[config.mk]
export PLATFORM = sky130hd
export DESIGN_NAME = traffic_sequencer
export DESIGN_NICKNAME = d
export VERILOG_FILES = /design/src/rtl/traffic_sequencer.sv
export SDC_FILE = /design/constraint.sdc
export NUM_CORES = 1
export LEC_CHECK = 0
export CORE_AREA = 2 2 39 41
export DETAILED_ROUTE_END_ITERATION = 10
export DIE_AREA = 0 0 41 43
export PLACE_DENSITY = 0.79
export SETUP_SLACK_MARGIN = 0.3
export SKIP_CTS_REPAIR_TIMING = 1
export SLEW_MARGIN = 25
export SYNTH_ARGS = -nofsm -noshare
export SYNTH_HDL_FRONTEND = slang
export SYNTH_SLANG_ARGS = --single-unit
[constraint.sdc]
create_clock -name clk -period 2.6 [get_ports clk]
set_clock_uncertainty 0.1 [all_clocks]
set_input_delay 0.52 -clock clk [delete_from_list [all_inputs] [get_ports clk]]
set_output_delay 0.52 -clock clk [all_outputs]
set_load 0.01 [all_outputs]
[src/rtl/traffic_sequencer.sv]
// Highway/country-road traffic light sequencer with optional pedestrian walk phase.
// Define TRAFFIC_PED_EN to build the pedestrian logic (ped_pending, PW state, walk lamp).
module traffic_sequencer #(
  parameter int HG_MIN   = 6,
  parameter int Y_TIME   = 3,
  parameter int CG_MAX   = 4,
  parameter int PED_TIME = 5
) (
  input  logic       clk,
  input  logic       reset,
  input  logic       car_sensor,
  input  logic       ped_req,
  output logic [2:0] state,
  output logic [3:0] counter,
  output logic       H_R,
  output logic       H_Y,
  output logic       H_G,
  output logic       C_R,
  output logic       C_Y,
  output logic       C_G,
  output logic       walk
);

  localparam logic [2:0] S_HG = 3'b000;
  localparam logic [2:0] S_HY = 3'b001;
  localparam logic [2:0] S_CG = 3'b010;
  localparam logic [2:0] S_CY = 3'b011;
  localparam logic [2:0] S_PW = 3'b100;

  // Last counter value of each timed phase.
  localparam logic [3:0] HG_LAST  = 4'(HG_MIN - 1);
  localparam logic [3:0] Y_LAST   = 4'(Y_TIME - 1);
  localparam logic [3:0] CG_LAST  = 4'(CG_MAX - 1);
  localparam logic [3:0] PED_LAST = 4'(PED_TIME - 1);

  logic [2:0] state_reg, state_next;
  logic [3:0] counter_reg, counter_next;
  logic       ped_pending;

  always_comb begin
    state_next = state_reg;
    case (state_reg)
      S_HG: if (counter_reg >= HG_LAST && (car_sensor || ped_pending)) state_next = S_HY;
      S_HY: if (counter_reg == Y_LAST) state_next = ped_pending ? S_PW : S_CG;
      S_CG: if (counter_reg == CG_LAST || !car_sensor) state_next = S_CY;
      S_CY: if (counter_reg == Y_LAST) state_next = S_HG;
      S_PW: if (counter_reg == PED_LAST) state_next = S_HG;
      default: state_next = S_HG;
    endcase
  end

  // Any state change (including recovery from an illegal code) restarts the count.
  always_comb begin
    counter_next = counter_reg + 4'd1;
    if (state_next != state_reg)
      counter_next = 4'd0;
    else if (state_reg == S_HG && counter_reg == 4'hF)
      counter_next = 4'hF;
  end

  always_ff @(posedge clk) begin
    if (reset) begin
      state_reg   <= S_HG;
      counter_reg <= 4'd0;
    end else begin
      state_reg   <= state_next;
      counter_reg <= counter_next;
    end
  end

`ifdef TRAFFIC_PED_EN
  logic ped_pending_reg, ped_pending_next;

  // Entering PW clears the request even if the button is pressed on the same edge.
  always_comb begin
    ped_pending_next = ped_pending_reg;
    if (state_next == S_PW && state_reg != S_PW)
      ped_pending_next = 1'b0;
    else if (ped_req && state_reg != S_PW)
      ped_pending_next = 1'b1;
  end

  always_ff @(posedge clk) begin
    if (reset) ped_pending_reg <= 1'b0;
    else       ped_pending_reg <= ped_pending_next;
  end

  assign ped_pending = ped_pending_reg;
  assign walk        = (state_reg == S_PW);
`else
  logic unused_ped_req;
  assign unused_ped_req = ped_req;
  assign ped_pending    = 1'b0;
  assign walk           = 1'b0;
`endif

  always_comb begin
    H_R = 1'b0; H_Y = 1'b0; H_G = 1'b0;
    C_R = 1'b0; C_Y = 1'b0; C_G = 1'b0;
    case (state_reg)
      S_HG:    begin H_G = 1'b1; C_R = 1'b1; end
      S_HY:    begin H_Y = 1'b1; C_R = 1'b1; end
      S_CG:    begin H_R = 1'b1; C_G = 1'b1; end
      S_CY:    begin H_R = 1'b1; C_Y = 1'b1; end
      S_PW:    begin H_R = 1'b1; C_R = 1'b1; end
      default: ;
    endcase
  end

  assign state   = state_reg;
  assign counter = counter_reg;

endmodule

==> results.cfg <==
[sta]
period_share_pct = 85.4
hold_viol_final = 0
setup_viol = 0
drv_slew = 0
setup_tns_ps = 0
fmax_mhz = 451
period_minus_slack_ps = 2220
grt_setup_unrepaired = no
timing.hold.ws_ps = 494

[cts]
insertion_delay_ps = 250
cts.sinks = 7
cts_root_buf = clkbuf_4
cts_buffers = 3
clk_pin_slew_worst_paths_ps = 50
clock_path_buffers = 2
cts_tree = done
htreeDepth = 1

[worst_setup_path]
path_max_fanout = 11
r2r_end = counter[2]
r2r_slack_ps = 540
critical_path_arrival_ps = 1600
critPathKind = register to output port
worstPathRequired_ps = 1980
r2r_cells = 6
endpoint = H_G
start_kind = register
crit_start = state[2]
r2r_start = counter[0]
cp-end-kind = output port

[detailed_routing]
drc = 0
wl_per_cell_um = 11.7
firstDrtPassIters = 4
postRouteAntennaNets = 0
vias = 468
via_per_inst = 5.20
drtIter0Drc = 11
wl_mm = 1.05

[worst_hold_path]
hp-class = register to register
min_path_cells = 1

[finish]
area_growth_pct = 33.3
drive_above_1_share_pct = 12.2
antennaDiodeCount = 0
final_util_pct = 48.5
design_area_sq_um = 671
final_nets = 84
largest_reg_flops = 4

[logic_synthesis]
synth_seq_cells = 7
yosysTopAreaCell = dfxtp_1
yosys_warnings = 0
synth_top_area_share_pct = 27.9
netlist_area_sq_um = 503
syn_inst = 61
avgSynthCellArea_sq_um = 8.25
synth_cell_types = 28
synthTopCellsByArea = dfxtp_1 (28%), ha_1 (12%), a311oi_4 (5.2%)
synth_nets = 70
ys_seq_area_share_pct = 27.9

[global_route]
track_usage_pct = 14.6
grt_pass1_vias = 416
grt_pass1_wl_mm = 1.71
gr-total-overflow = 0
grt_antenna_before_repair = 0
grt_start_max_net_pins = 12

[die]
placementRows = 14
die_x_um = 41
ios = 18
die_y_um = 43
core_area_sq_um = 1380
die_area_sq_um = 1760
start_util_pct = 36.3

[run_status]
outcome = finished clean

[placement]
postPlaceCellArea_sq_um = 637
port_buffers = 15
dp_hpwl_um = 772
finalWeightedCongestion = 0.746

[power_and_ir_drop]
powerDensity_nw_per_um2 = 878
peakVddDrop_v = 0.000424
p_leak_nw = 0.255

[run]
max-cap-violations = 0
critical path, cell delays in order, from the launching register on:
cell and delay [ps]:
dfxtp_1 420, nor3_2 330, clkdlybuf4s50_1 590
cells by family (layout without fill, tap and decap cells):
family	count (synthesis)	after routing	share of synthesized area (%)
buffers and inverters	10	23	10.2
and+or+nand+nor	27	27	30.8
AOI/OAI and AO/OA	10	10	16.2
other	1	1	0.746
adders and majority gates	5	5	12.4
DFF	7	7	27.9
xor gates and xnor gates	1	1	1.74
through the flow:
stage	power (W)	instances	worst slack [ps]
final	0.000589	90	380
after global routing	0.000645	90	309
after CTS	0.000593	90	265
after detailed placement	0.000487	86	465
after global placement	0.000474	86	474
after floorplan	0.000374	61	657
power by group:
| group | total (W) | internal [W] | switching [W] |
|---|---|---|---|
| logic | 0.000284 | 0.000153 | 0.000131 |
| clock network | 0.000100 | 0.0000586 | 0.0000414 |
| registers | 0.000205 | 0.000141 | 0.0000639 |
| total | 0.000589 | 0.000352 | 0.000237 |
layout make-up:
class | count | area [sq um]
fill | 138 | 713
multi-input combinational | 44 | 317
timing repair buffer | 15 | 150
sequential | 7 | 143
clock buffer | 4 | 26.3
tap | 16 | 20.0
inverter | 4 | 15.0
cell usage after synthesis:
cell type,number
a311oi_4,1
and3b_1,1
nor2_1,5
nor2_2,1
buf_4,3
conb_1,1
a31oi_1,1
nand3_1,1
a41oi_1,1
nor3_1,4
or3_1,1
nand2b_1,2
ha_1,5
a21oi_1,3
o21ai_0,1
nand2_1,3
dfxtp_1,7
or4b_4,1
and2_1,1
xnor2_1,1
nor3b_1,2
nand4_1,2
nor4_1,3
buf_2,2
a211oi_1,2
clkbuf_1,1
o21ai_1,1
inv_1,4
placed cells by master, fill, tap and decap left out:
cell and instances:
dfxtp_2 2, o21ai_1 1, xnor2_1 1, o21ai_0 1, clkdlybuf4s50_1 15, nand2b_1 2, ha_1 5, nor3_2 1
or3_1 1, a211oi_1 2, nor3_1 3, nor2_2 1, conb_1 1, nor2_1 5, a31oi_1 1, nor4_1 3
nand4_1 2, dfxtp_1 5, and2_1 1, nand3_1 1, clkbuf_1 1, or4b_4 1, inv_1 4, a21oi_1 3
and3b_1 1, nor3b_1 2, clkbuf_4 3, nand2_1 3, a311oi_4 1, a41oi_1 1
worst min path at each step:
stage / start / endpoint
6_report: counter[0] / counter[0]
3_5_place_dp: counter[0] / counter[0]
2_1_floorplan: counter[1] / counter[3]
4_1_cts: counter[0] / counter[0]
3_3_place_gp: counter[0] / counter[0]
5_1_grt: counter[0] / counter[0]
layer usage:
| layer | vias to the layer above | track usage (%) | wire length [um] |
|---|---|---|---|
| met1 | 215 | 15.5 | 465 |
| met3 | 0 | 9.42 | 77 |
| met2 | 14 | 23.8 | 509 |
| met5 | - | 0 | 0 |
| li1 | 239 | - | - |
| met4 | 0 | 2.00 | 0 |
(Power assumes the default switching activity.)
